==> src/rtl/rr_mux_arb_311.sv <==
// Round-robin arbiter driving a shared 4:1 single-bit mux.
// Owners keep the mux for at most MAX_HOLD grant cycles while someone else
// waits; handoffs happen on the release edge with no idle bubble.
//
// Handshake: req_311[k] is a level request; the block samples it only at
// arbitration edges, and the owner learns it holds the mux from gnt_311[k]
// (vld_311 high). Dropping req_311[owner] releases the mux on the next edge.
module rr_mux_arb_311 #(
  parameter int unsigned MAX_HOLD = 4
) (
  input  logic       clk_311,
  input  logic       rst_n_311,
  input  logic [3:0] req_311,
  input  logic       i0_311,
  input  logic       i1_311,
  input  logic       i2_311,
  input  logic       i3_311,
  output logic [3:0] gnt_311,
  output logic       s1_311,
  output logic       s0_311,
  output logic       y_311,
  output logic       vld_311,
  output logic [7:0] nswitch_311,
  output logic       dbg_state_311
);

  typedef enum logic {
    IDLE  = 1'b0,
    GRANT = 1'b1
  } state_e;

  localparam logic [2:0] MAX_HC = 3'(MAX_HOLD);

  state_e     state_q, state_d;
  logic [1:0] owner_q, owner_d;
  logic [1:0] ptr_q, ptr_d;
  logic [2:0] hc_q, hc_d;
  logic [3:0] gnt_q, gnt_d;
  logic [7:0] nsw_q, nsw_d;

  logic [3:0] others;
  logic       release_now;
  logic [3:0] i_vec;

  // First set bit of req, searching start, start+1, ... mod 4.
  function automatic logic [1:0] rr_pick(input logic [1:0] start,
                                         input logic [3:0] req);
    logic [1:0] pick;
    logic [1:0] idx;
    pick = start;
    for (int k = 3; k >= 0; k--) begin
      idx = start + 2'(k);
      if (req[idx]) pick = idx;
    end
    return pick;
  endfunction

  // Next-state logic: arbitration, hold counting, release and handoff.
  always_comb begin
    state_d     = state_q;
    owner_d     = owner_q;
    ptr_d       = ptr_q;
    hc_d        = hc_q;
    nsw_d       = nsw_q;
    others      = req_311 & ~gnt_q;
    release_now = 1'b0;
    case (state_q)
      IDLE: begin
        if (|req_311) begin
          state_d = GRANT;
          owner_d = rr_pick(ptr_q, req_311);
          hc_d    = 3'd1;
          nsw_d   = nsw_q + 8'd1;
        end
      end
      GRANT: begin
        release_now = !req_311[owner_q] || ((hc_q == MAX_HC) && (|others));
        if (release_now) begin
          ptr_d = owner_q + 2'd1;
          // The old owner is masked out: either its bit is low, or another
          // requester exists and must win.
          if (|others) begin
            owner_d = rr_pick(owner_q + 2'd1, others);
            hc_d    = 3'd1;
            nsw_d   = nsw_q + 8'd1;
          end else begin
            state_d = IDLE;
            owner_d = 2'd0;
            hc_d    = 3'd0;
          end
        end else if (hc_q != MAX_HC) begin
          hc_d = hc_q + 3'd1;
        end
      end
      default: begin
        state_d = IDLE;
        owner_d = 2'd0;
        hc_d    = 3'd0;
      end
    endcase
    gnt_d = (state_d == GRANT) ? (4'b0001 << owner_d) : 4'b0000;
  end

  // State, owner, pointer, hold counter, grant and switch counter flops.
  always_ff @(posedge clk_311 or negedge rst_n_311) begin
    if (!rst_n_311) begin
      state_q <= IDLE;
      owner_q <= 2'd0;
      ptr_q   <= 2'd0;
      hc_q    <= 3'd0;
      gnt_q   <= 4'b0000;
      nsw_q   <= 8'd0;
    end else begin
      state_q <= state_d;
      owner_q <= owner_d;
      ptr_q   <= ptr_d;
      hc_q    <= hc_d;
      gnt_q   <= gnt_d;
      nsw_q   <= nsw_d;
    end
  end

  assign i_vec          = {i3_311, i2_311, i1_311, i0_311};
  assign gnt_311        = gnt_q;
  assign s1_311         = owner_q[1];
  assign s0_311         = owner_q[0];
  assign vld_311        = (state_q == GRANT);
  assign y_311          = vld_311 & i_vec[owner_q];
  assign nswitch_311    = nsw_q;
  assign dbg_state_311  = state_q;

endmodule

==> config.mk <==
export PLATFORM = sky130hd
export DESIGN_NAME = rr_mux_arb_311
export DESIGN_NICKNAME = d
export VERILOG_FILES = /design/src/rtl/rr_mux_arb_311.sv
export SDC_FILE = /design/constraint.sdc
export NUM_CORES = 1
export LEC_CHECK = 0
export ABC_AREA = 0
export CAP_MARGIN = 20
export CORE_UTILIZATION = 45
export DETAILED_ROUTE_END_ITERATION = 10
export MAX_ROUTING_LAYER = met4
export PLACE_DENSITY = 0.77
export SYNTH_ARGS = -nofsm -noshare
export SYNTH_HDL_FRONTEND = slang
export SYNTH_SLANG_ARGS = --single-unit
==> constraint.sdc <==
create_clock -name clk_311 -period 3.2 [get_ports clk_311]
set_input_delay 0.48 -clock clk_311 [delete_from_list [all_inputs] [get_ports clk_311]]
set_output_delay 0.48 -clock clk_311 [all_outputs]
set_load 0.02 [all_outputs]
# Yosys cells after proc, flatten, opt, wreduce, memory -nomap -nowiden
# Index checks and enable logic that the tools add are counted.
# word_totals
output_inout_bits	17
wordCells	89
input_bits	10
ff_bits	20
rom_bits	0
mem_count	0
ram_bits	0
latch_bits	0
# classes
multipliers	0
order_cmp	9
muxes	46
div_mod_pow	0
reduce_logical	8
n_addsub	9
eq_ne	6
n_bitwise	4
shifts	1
# ops
operator	n
less-than comparator 2 x 3 -> 1 bit, second input constant	9
two-way mux 8 bit	3
two-way mux 2 bit	11
binary-select mux 1 bit (select 2 bit)	10
one-hot mux 8 bit (2 select lines)	1
two-way mux 1 bit	14
two-way mux 3 bit	3
adder 2 bit, second input constant	4
adder 8 x 1 -> 8 bit, second input constant	1
OR reduction 4 bit	2
adder 2 x 1 -> 2 bit, second input constant	3
one-hot mux 3 bit (2 select lines)	1
bitwise AND 4 bit	1
two-way mux 4 bit	1
inequality test 2 x 1 -> 1 bit, second input constant	2
inverter 4 bit	1
one-hot mux 2 bit (2 select lines)	1
AND reduction 2 bit	2
<< shifter 1 x 2 -> 4 bit, first input constant	1
adder 3 x 1 -> 3 bit, second input constant	1
== test 3 bit, second input constant	1
inequality test 3 x 1 -> 1 bit, second input constant	1
inequality test 3 bit, second input constant	1
AND reduction 3 bit	1
other kinds (7)	7

# Longest topological paths before layout
# logic_depth
word_depth	13
mapped_depth	8
depth_no_buf	8

# Worst setup path after synthesis
# Ideal clock, no wire load.
# synth_path
path_type	register -> output
start	register owner_q[0]
end	output y_311
stages_incl_launch_ff	4
path_buffers	1
setup_slack_ps	1113
t_arrival_ps	1607
t_required_ps	2720
path_cell_list	dfrtp_1 -> clkbuf_1 -> mux4_2 -> and2_1
# synth_between
elab_chain_cells	3
# synth_rtl
item	line	rtl
from (decl)	35	logic [1:0] owner_q, owner_d;
from (signal assigned)	115	owner_q <= owner_d;
binary-select mux 1 bit (select 2 bit)	128	assign y_311 = vld_311 & i_vec[owner_q];
two-way mux 1 bit (not written as such)	128	
bitwise AND 1 bit	128	
to (decl)	21	output logic y_311,
# No other way between the ends. The select of a mux whose other input is x is not followed.

# Final worst setup path
# layout_path
start	input i2_311
end	output y_311
# layout_between
elab_chain_cells	3
# layout_rtl
item	line	rtl
from (decl)	16	input logic i2_311,
binary-select mux 1 bit (select 2 bit)	128	
two-way mux 1 bit (not written as such)	128	
bitwise AND 1 bit	128	
# No other way between the ends. The select of a mux whose other input is x is not followed.

==> results.ini <==
[cts]
postCtsResizedCells = 0
root_buffer = clkbuf_4
cts_buffers = 3
cts.path.max_buffers = 2
clock_latency_ns = 0.29
cts_tree = yes
cts_setup_buffers = 0
cts_num_sinks = 20
cts_hold_buffers = 0
cts.clk_slew.worst_paths_ns = 0.10
htreeDepth = 1

[flow_run]
cap_viol_max_count = 0

[logic_synthesis]
synth_top_area_share_pct = 39.7
synth_nets = 138
yosys.cell_types.count = 45
yosysWarnings = 0
yosysMostFrequentCell = dfrtp_1
yosys.area.top_type = dfrtp_1
synth_cells = 125
synth_area_per_cell_um2 = 10.1
async_reset_ff_share_pct = 100
ys.flop_type = dfrtp_1
ys_ff_latch = 20
synth_edf_count = 0
yosysSeqAreaShare_pct = 39.7
ys_top_cells_by_area = dfrtp_1, xnor2_1, mux4_2, nand2b_1, ha_1
synth_common_cells = dfrtp_1, nor2_1, nand2_1, nand2b_1, xnor2_1
synth_area_um2 = 1260

[setup_path]
cp_top_family = buffers and inverters
startpoint_type = input pin
crit_fanout = 1
criticalPathCategory = in -> out
crit_required_ns = 2.72
crit_top_cell = clkdlybuf4s50_1
worstSetupEndpointType = output pin
critPathMaxStageDelay_ns = 0.53
worstPathArrival_ns = 2.03
critPathBufInv = 2
crit_chain = clkdlybuf4s50_1 -> mux4_2 -> and2_1 -> clkdlybuf4s50_1
crit_slowest_cell = clkdlybuf4s50_1

[route]
dr.first_iter.drc_count = 14
first_pass_iters = 4
wirelength_mm = 2.65
wl_per_cell_um = 14.6
drtAntennaViolNets = 0
viasPerCell = 5.68
num_vias = 1028
drc_errors = 0

[power_and_ir_drop]
irDropWorstVdd_uv = 748
power.share.clock_pct = 9.2
p_total_mw = 1.52
powerDensity_nw_per_um2 = 975
p_sw_share_pct = 42.6
intPower_mw = 0.875
comb_power_share_pct = 58.7
switchingPower_mw = 0.650
seq_power_share_pct = 32.1
p_leak_nw = 0.674

[floorplanning]
die_w_um = 54.9
floorplan.rows = 18
ios = 27
die_area_um2 = 3020
core-area_um2 = 2570
start_util_pct = 49.1
die_y_um = 54.9

[grt]
grt_pass1_vias = 981
overflow = 0
grt_max_degree = 21
track_usage_pct = 20.7
antenna_found_initial = 0
grt_pass1_wl_mm = 4.33

[status]
status = finished clean

[final_layout]
multi_input_area_um2 = 699
syn2layout_area_growth_pct = 24.0
diodes = 0
layout-drive-gt1-share_pct = 10.6
fillerInstances = 234
stdcell_count = 181
seqCellArea_um2 = 500
final_nets = 165

[hold_path]
hold_class = reg -> reg

[placed_design]
place_inst = 177
finalWeightedCongestion = 0.859
hpwl_mm = 2.05
portBuffers = 26

[timing]
clock.fmax_ghz = 0.399
hold_viol_final = 0
slew_headroom_pct = 44.6
fin_setup_tns_ns = 0
finalSetupViolCount = 0
worst_pin_slew_ns = 0.828
rsz0062_at_grt = false
maxSlewViolCount = 0
clock-skew-final_ns = 0.00163
min_period_ns = 2.51
fin_crit_sh_pct = 78.4

==> logic make-up after synthesis <==
group / after synthesis / synth area share, %
xor gates and xnor gates: 8 / 5.56
buffers and inverters: 11 / 4.86
muxes: 8 / 8.83
and+or+nand+nor: 48 / 21.7
DFF: 20 / 39.7
adders and majority gates: 3 / 2.98
AOI/OAI and AO/OA: 27 / 16.4
==> metrics by stage <==
| stage | utilization, % | cell area (µm²) | hold slack (ns) | setup WS, ns |
|---|---|---|---|---|
| 3_3_place_gp | 59.5 | 1530 | 0.460 | 0.694 |
| 4_1_cts | 60.9 | 1560 | 0.482 | 0.689 |
| 5_1_grt | 60.9 | 1560 | 0.516 | 0.630 |
| 2_1_floorplan | - | 1260 | 0.184 | 1.11 |
| 6_report | 60.9 | 1560 | 0.473 | 0.692 |
| 3_5_place_dp | 59.5 | 1530 | 0.464 | 0.660 |
==> power by group through the flow <==
stage	sequential [mW]	combinational [mW]	clock (mW)
after floorplan	0.550	0.544	0
after global placement	0.487	0.870	0
after detailed placement	0.496	0.895	0
after CTS	0.491	0.901	0.146
after global routing	0.509	0.974	0.152
final	0.489	0.895	0.140
==> layout by cell type (no fill, tap or decap), types with 3 or more instances in the layout <==
cell             instances
nor2_1                   9
and3_1                   5
nand2_1                  7
o21ai_0                  6
ha_1                     3
mux2i_1                  3
inv_1                    5
dfrtp_1                 20
nor2b_1                  3
a21oi_1                  5
clkbuf_4                 3
xnor2_1                  7
clkdlybuf4s50_1         26
nand2b_1                 7
nand3_1                  4
nor3_1                   3
==> area by class of cell <==
type / count / share of cell area, %
multi-input combinational: 94 / 44.7
sequential: 20 / 32.0
timing repair buffer: 27 / 17.1
tap: 30 / 2.40
clock buffer: 4 / 2.32
inverter: 6 / 1.44
==> path summary, 6_finish.rpt <==
check,slack [ns],to,depth (start not counted),from
max in group asynchronous,2.04,hc_q[2],1,rst_n_311
setup / recovery,0.69,y_311,4,i2_311
min in group asynchronous,0.65,nswitch_311[1],1,rst_n_311
hold / removal,0.47,nswitch_311[7],1,nswitch_311[7]
setup reg to reg,1.14,nswitch_311[7],6,owner_q[1]
hold reg to reg,0.47,nswitch_311[7],1,nswitch_311[7]
==> sequential cells by signal, indices dropped and copies added, names as in the netlist <==
register and flops:
owner_q 2, dbg_state_311 1, nswitch_311 8, hc_q 3, ptr_q 2, gnt_311 4
==> layer usage <==
metal  wire, µm  vias to the layer above  track usage [%]
met5          0                        -                -
met4         21                        0             9.17
met3        119                        4             1.37
met2       1320                       32             34.7
met1       1190                      488             25.7
li1           -                      504                -
Power figures use the tool's default switching activity.
